[src/rtl/counter_rr_sched.sv]
// counter_rr_sched
// Round-robin front end that hands one grant counter to one of two requesters
// at a time. An ownership lasts up to BURST granted cycles and ends early when
// the owner drops its request. A one-cycle done pulse marks the release, and
// the block then stays idle for GAP cycles before it samples requests again.
// Every output comes straight from a flop: the comb blocks work out next-cycle
// values and a single register process loads them.

module counter_rr_sched #(
  parameter int CNT_W = 5,
  parameter int BURST = 8,
  parameter int GAP   = 2
) (
  input  logic             clk,
  input  logic             rst_n,
  input  logic             req1,
  input  logic             req2,
  output logic             gnt1,
  output logic             gnt2,
  output logic [CNT_W-1:0] counter,
  output logic             owner,
  output logic             busy,
  output logic             done
);

  // state   | meaning
  // IDLE    | no owner; samples req1/req2 every cycle
  // OWN1    | requester 1 holds the counter
  // OWN2    | requester 2 holds the counter
  // GAP_ST  | enforced idle gap after an ownership; requests are ignored
  typedef enum logic [1:0] {
    IDLE   = 2'd0,
    OWN1   = 2'd1,
    OWN2   = 2'd2,
    GAP_ST = 2'd3
  } state_t;

  // Counter value that ends a full burst on the next granted cycle.
  localparam logic [CNT_W-1:0] BURST_LAST = CNT_W'(BURST - 1);
  // The gap down-counter is loaded on entry and leaves GAP when it reaches
  // zero, so loading GAP-1 gives exactly GAP cycles in GAP_ST.
  localparam logic [3:0]       GAP_LOAD   = 4'(GAP - 1);

  state_t           state_q, state_d;
  logic [CNT_W-1:0] cnt_q,   cnt_d;
  logic [3:0]       gap_q,   gap_d;
  logic             owner_q, owner_d;
  logic             gnt1_q,  gnt1_d;
  logic             gnt2_q,  gnt2_d;
  logic             busy_q,  busy_d;
  logic             done_q,  done_d;

  logic             enter_own;
  logic             enter_gap;

  // State register with immediate (asynchronous) reset.
  always_ff @(posedge clk or negedge rst_n) begin
    if (!rst_n) begin
      state_q <= IDLE;
    end else begin
      state_q <= state_d;
    end
  end

  // Next-state logic: arbitration in IDLE, burst / early-release exits, gap timeout.
  always_comb begin
    state_d = state_q;
    case (state_q)
      IDLE: begin
        if (req1 && req2) begin
          // Both want it: serve the requester that did not own it last.
          state_d = owner_q ? OWN1 : OWN2;
        end else if (req1) begin
          state_d = OWN1;
        end else if (req2) begin
          state_d = OWN2;
        end
      end
      OWN1: begin
        if (!req1 || (cnt_q == BURST_LAST)) begin
          state_d = GAP_ST;
        end
      end
      OWN2: begin
        if (!req2 || (cnt_q == BURST_LAST)) begin
          state_d = GAP_ST;
        end
      end
      GAP_ST: begin
        if (gap_q == 4'd0) begin
          state_d = IDLE;
        end
      end
      default: state_d = IDLE;
    endcase
  end

  assign enter_own = (state_q == IDLE) && ((state_d == OWN1) || (state_d == OWN2));
  assign enter_gap = (state_q != GAP_ST) && (state_d == GAP_ST);

  // Output / datapath logic: next values for counter, gap timer, owner and flags.
  always_comb begin
    cnt_d   = cnt_q;
    gap_d   = gap_q;
    owner_d = owner_q;

    if (enter_own) begin
      cnt_d   = '0;
      owner_d = (state_d == OWN2);
    end else if ((state_q == OWN1) && req1) begin
      cnt_d = cnt_q + 1'b1;
    end else if ((state_q == OWN2) && req2) begin
      cnt_d = cnt_q + 1'b1;
    end

    if (enter_gap) begin
      gap_d = GAP_LOAD;
    end else if ((state_q == GAP_ST) && (gap_q != 4'd0)) begin
      gap_d = gap_q - 4'd1;
    end

    // Flags follow the state being entered so they line up with it in time.
    gnt1_d = (state_d == OWN1);
    gnt2_d = (state_d == OWN2);
    busy_d = (state_d != IDLE);
    done_d = enter_gap;
  end

  // Output and datapath registers; owner resets to 1 so requester 1 wins a first tie.
  always_ff @(posedge clk or negedge rst_n) begin
    if (!rst_n) begin
      cnt_q   <= '0;
      gap_q   <= 4'd0;
      owner_q <= 1'b1;
      gnt1_q  <= 1'b0;
      gnt2_q  <= 1'b0;
      busy_q  <= 1'b0;
      done_q  <= 1'b0;
    end else begin
      cnt_q   <= cnt_d;
      gap_q   <= gap_d;
      owner_q <= owner_d;
      gnt1_q  <= gnt1_d;
      gnt2_q  <= gnt2_d;
      busy_q  <= busy_d;
      done_q  <= done_d;
    end
  end

  assign gnt1    = gnt1_q;
  assign gnt2    = gnt2_q;
  assign counter = cnt_q;
  assign owner   = owner_q;
  assign busy    = busy_q;
  assign done    = done_q;

endmodule

[config.mk]
export PLATFORM = sky130hd
export DESIGN_NAME = counter_rr_sched
export DESIGN_NICKNAME = d
export VERILOG_FILES = /design/src/rtl/counter_rr_sched.sv
export SDC_FILE = /design/constraint.sdc
export NUM_CORES = 1
export LEC_CHECK = 0
export ABC_AREA = 0
export BUFFER_PORTS_ARGS = -buffer_cell sky130_fd_sc_hd__buf_2
export CAP_MARGIN = 25
export CORE_ASPECT_RATIO = 1.25
export CORE_MARGIN = 4
export CORE_UTILIZATION = 45
export CTS_CLUSTER_DIAMETER = 150
export DETAILED_ROUTE_END_ITERATION = 10
export GPL_ROUTABILITY_DRIVEN = 0
export PLACE_DENSITY_LB_ADDON = 0.3
export SLEW_MARGIN = 30
export SYNTH_ARGS = -nofsm -noshare
export SYNTH_HDL_FRONTEND = slang
export SYNTH_SLANG_ARGS = --single-unit
[constraint.sdc]
create_clock -name clk -period 1.9 [get_ports clk]
set_input_delay 0.38 -clock clk [delete_from_list [all_inputs] [get_ports clk]]
set_output_delay 0.38 -clock clk [all_outputs]
set_load 0.05 [all_outputs]
==> results.txt <==
Status: finished with violations
Failing checks: setup timing
Total die area: 2660 um2
1st-pass router iterations: 5
Cell area after synthesis: 855 um2
GR peak layer: met2
Pins Over Slew Limit: 0
Required @ worst endpoint: 2.08 ns
Most used DFF post-synth: dfrtp_1
Slew headroom: 74.1%
Total congestion overflow: 0
Final-report setup violation count: 5
Power Density: 2030 nW/um2
Row Count: 17
Routed WL: 1.88 mm
Async S/R FF share, synth: 100%
Max Clk Rate: 496 MHz
Sequential area share after synthesis: 47.0%
Layout cells sized above 1: 47.0%
Die width: 47.0 um
Via Count: 738
Synthesized area per cell: 10.4 um2
Hold worst-path end: gap_q[3]$_DFFE_PN0P_
CP arrival: 2.19 ns
DR vias/cell: 5.43
Hold path startpoint: gap_q[3]$_DFFE_PN0P_
Detail Placement HPWL: 1.40 mm
Grt met1 use: 18.8%
Final net count: 129
DRC viols: 0
Post-DP Area: 1100 um2
Final worst path period need: 2.02 ns
Max clock buf depth: 2
Worst Skew: 0.00240 ns
Worst reg2reg startpoint: counter[4]$_DFFE_PN0P_
Crit path kind: flop to flop
H-tree levels: 1
Met3 Use GR: 2.24%
Power Total: 2420 uW
Clock Pin Slew Worst Setup and Hold Paths: 0.10 ns
Antenna Diode Count: 0
Starting Density: 47.8%
Ys Warns: 0
Initial DRC count: 6
CP max stage cell: dfrtp_2
Sink Count: 16
Boundary Pins: 14
Post-Syn Nets: 93
Hold Path Class: flop to flop
Initial antenna violation count: 0
Finished Cell Area: 1190 um2
Worst hold slack: 0.506 ns
Reg2Reg Setup Slack: -0.12 ns
Slew @ Worst Pin: 0.386 ns
Tcrit/Tclk final: 106%
Crit-path max cell delay: 0.44 ns
Port Buffers: 13
CTS tree: yes
Post-synthesis cell count: 82
Worst-case vdd ir drop: 1120 uV
Startpoint types: flop
Number of synthesized flops with an enable pin: 0
Post-route setup slack: -0.116 ns
Met2 Use GR: 28.9%
Unrepaired setup endpoints after global routing: yes
Crit end category: flop
GRT Util Overall: 17.1%
Final Hold Vio Count: 0
CP Max Fanout: 4
Clk_lat worst skew: 0.29 ns
Routed length per instance: 13.9 um
Largest net degree at the start of global routing: 17
Antenna-violating nets left: 0
Root Driver: clkbuf_4
Register-to-Register Path Depth: 7
Maxcap violations: 0
Worst Hold Depth: 1
Post-synth cell types: 28
Area delta synth->final: 39.1%
Worst r2r dst: counter[3]$_DFFE_PN0P_
Core Area: 1790 um2
Die Span Y: 56.7 um
First-pass GRT wire length: 3.30 mm
P_leak: 0.000614 uW
Total clock buffers created by CTS: 3
Vias in the first global route: 758
Critical-path cell list: nor4bb_4 -> nor2_2 -> o31a_1 -> ha_1 -> or3_4 -> nand2_2 -> mux2i_1
Post-synthesis register bit count: 16
Yosys cell counts (2+ instances only):
cell type   n  area (um2)
o21ai_1     3        15.0
nand4_1     2        12.5
o2111ai_1   2        17.5
nand2_1    12        45.0
or3b_1      2        17.5
inv_1       3        11.3
ha_1        7        87.6
and3b_1     2        17.5
dfrtp_1    15         375
nor2_1      2        7.51
a21oi_1     3        15.0
clkbuf_1    2        7.51
nand2b_1    2        12.5
buf_2       2        10.0
nor3_1      4        20.0
mux2i_1     7        70.1
stage by stage:
stage                     utilization (%)  setup slack [ns]  std cells  TNS [ns]
after detailed placement             61.6            -0.132        128    -0.399
final                                66.5            -0.116        136    -0.339
after CTS                            65.3            -0.143        135    -0.454
after global routing                 66.5            -0.228        136     -1.48
after global placement               61.6           -0.0712        128    -0.176
after floorplan                         -            -0.232         82     -1.22
cell type report:
cell class                 instances  area [um2]
clock buffer                       4        36.3
multi-input combinational         58         473
tap                               19        23.8
inverter                           4        15.0
sequential                        16         408
fill                             140         598
timing repair buffer              35         233
timing repair:
item / in CTS / in global routing
gates cloned: 0 / 0
setup buffers: 2 / 1
hold endpoints to repair: 15 / 0
setup endpoints to repair: 6 / 11
hold buffers: 1 / 0
pin swaps: 1 / 2
resized for setup: 2 / 4
how the worst max path moves through the flow:
stage                                start                endpoint
floorplan           counter[0]$_DFFE_PN0P_  counter[3]$_DFFE_PN0P_
global placement    counter[0]$_DFFE_PN0P_  counter[3]$_DFFE_PN0P_
detailed placement  counter[0]$_DFFE_PN0P_  counter[3]$_DFFE_PN0P_
CTS                 counter[0]$_DFFE_PN0P_  counter[3]$_DFFE_PN0P_
global route        counter[0]$_DFFE_PN0P_  counter[3]$_DFFE_PN0P_
finish              counter[4]$_DFFE_PN0P_  counter[3]$_DFFE_PN0P_
kinds of logic (layout without fill, tap and decap cells):
| family | after synthesis | in the layout | share of synthesized area (%) |
|---|---|---|---|
| mux | 7 | 7 | 8.20 |
| flops | 16 | 16 | 47.0 |
| compound gates | 14 | 14 | 11.3 |
| buf+inv | 8 | 43 | 3.81 |
| fa+ha+maj | 7 | 7 | 10.2 |
| simple gates | 30 | 30 | 19.5 |
state kept, by name (all words and copies together), names as in the netlist:
signal   flops
busy         1
counter      5
done         1
gap_q        4
gnt1         1
gnt2         1
owner        1
state_q      2
cell usage in the layout (no fill, tap or decap):
cell type	instances
dfrtp_2	5
mux2i_1	7
nor3_2	1
inv_1	3
nand2_1	10
ha_1	6
dfrtp_1	10
inv_2	1
a21oi_1	1
nand2_2	2
nor3_1	3
a21oi_2	2
a21o_1	1
o21a_1	1
ha_4	1
o31ai_1	1
nor2_1	1
dlygate4sd3_1	1
and3_1	1
nor4bb_4	1
nand2b_1	2
o2111ai_1	2
buf_4	21
a211oi_1	1
a21bo_2	1
clkbuf_4	3
clkbuf_8	1
nor2_2	1
nand4bb_1	1
dfstp_2	1
o21ai_1	3
or3b_1	2
nand4_1	2
o31a_1	1
and3b_1	2
buf_2	13
or3_4	1
per-layer routing:
| metal | vias to the layer above | part of all wire, % | wire length [um] |
|---|---|---|---|
| met3 | 7 | 3.9 | 74 |
| met4 | 0 | 4.0 | 76 |
| met1 | 349 | 39 | 729 |
| met2 | 18 | 53 | 1000 |
| met5 | - | 0 | 0 |
| li1 | 364 | - | - |
critical path: cells and delay by family (launching register included):
| family | cells | cell delay (ns) |
|---|---|---|
| fa+ha+maj | 1 | 0.29 |
| compound gates | 1 | 0.27 |
| flops | 1 | 0.44 |
| mux | 1 | 0.07 |
| simple gates | 4 | 0.83 |
power by group:
group	internal (uW)	leakage, uW	switching, uW
Sequential	514	0.000185	133
Clock	117	0.0000210	115
Combinational	686	0.000408	853
Total	1320	0.000614	1100
Power figures use the tool's default switching activity.
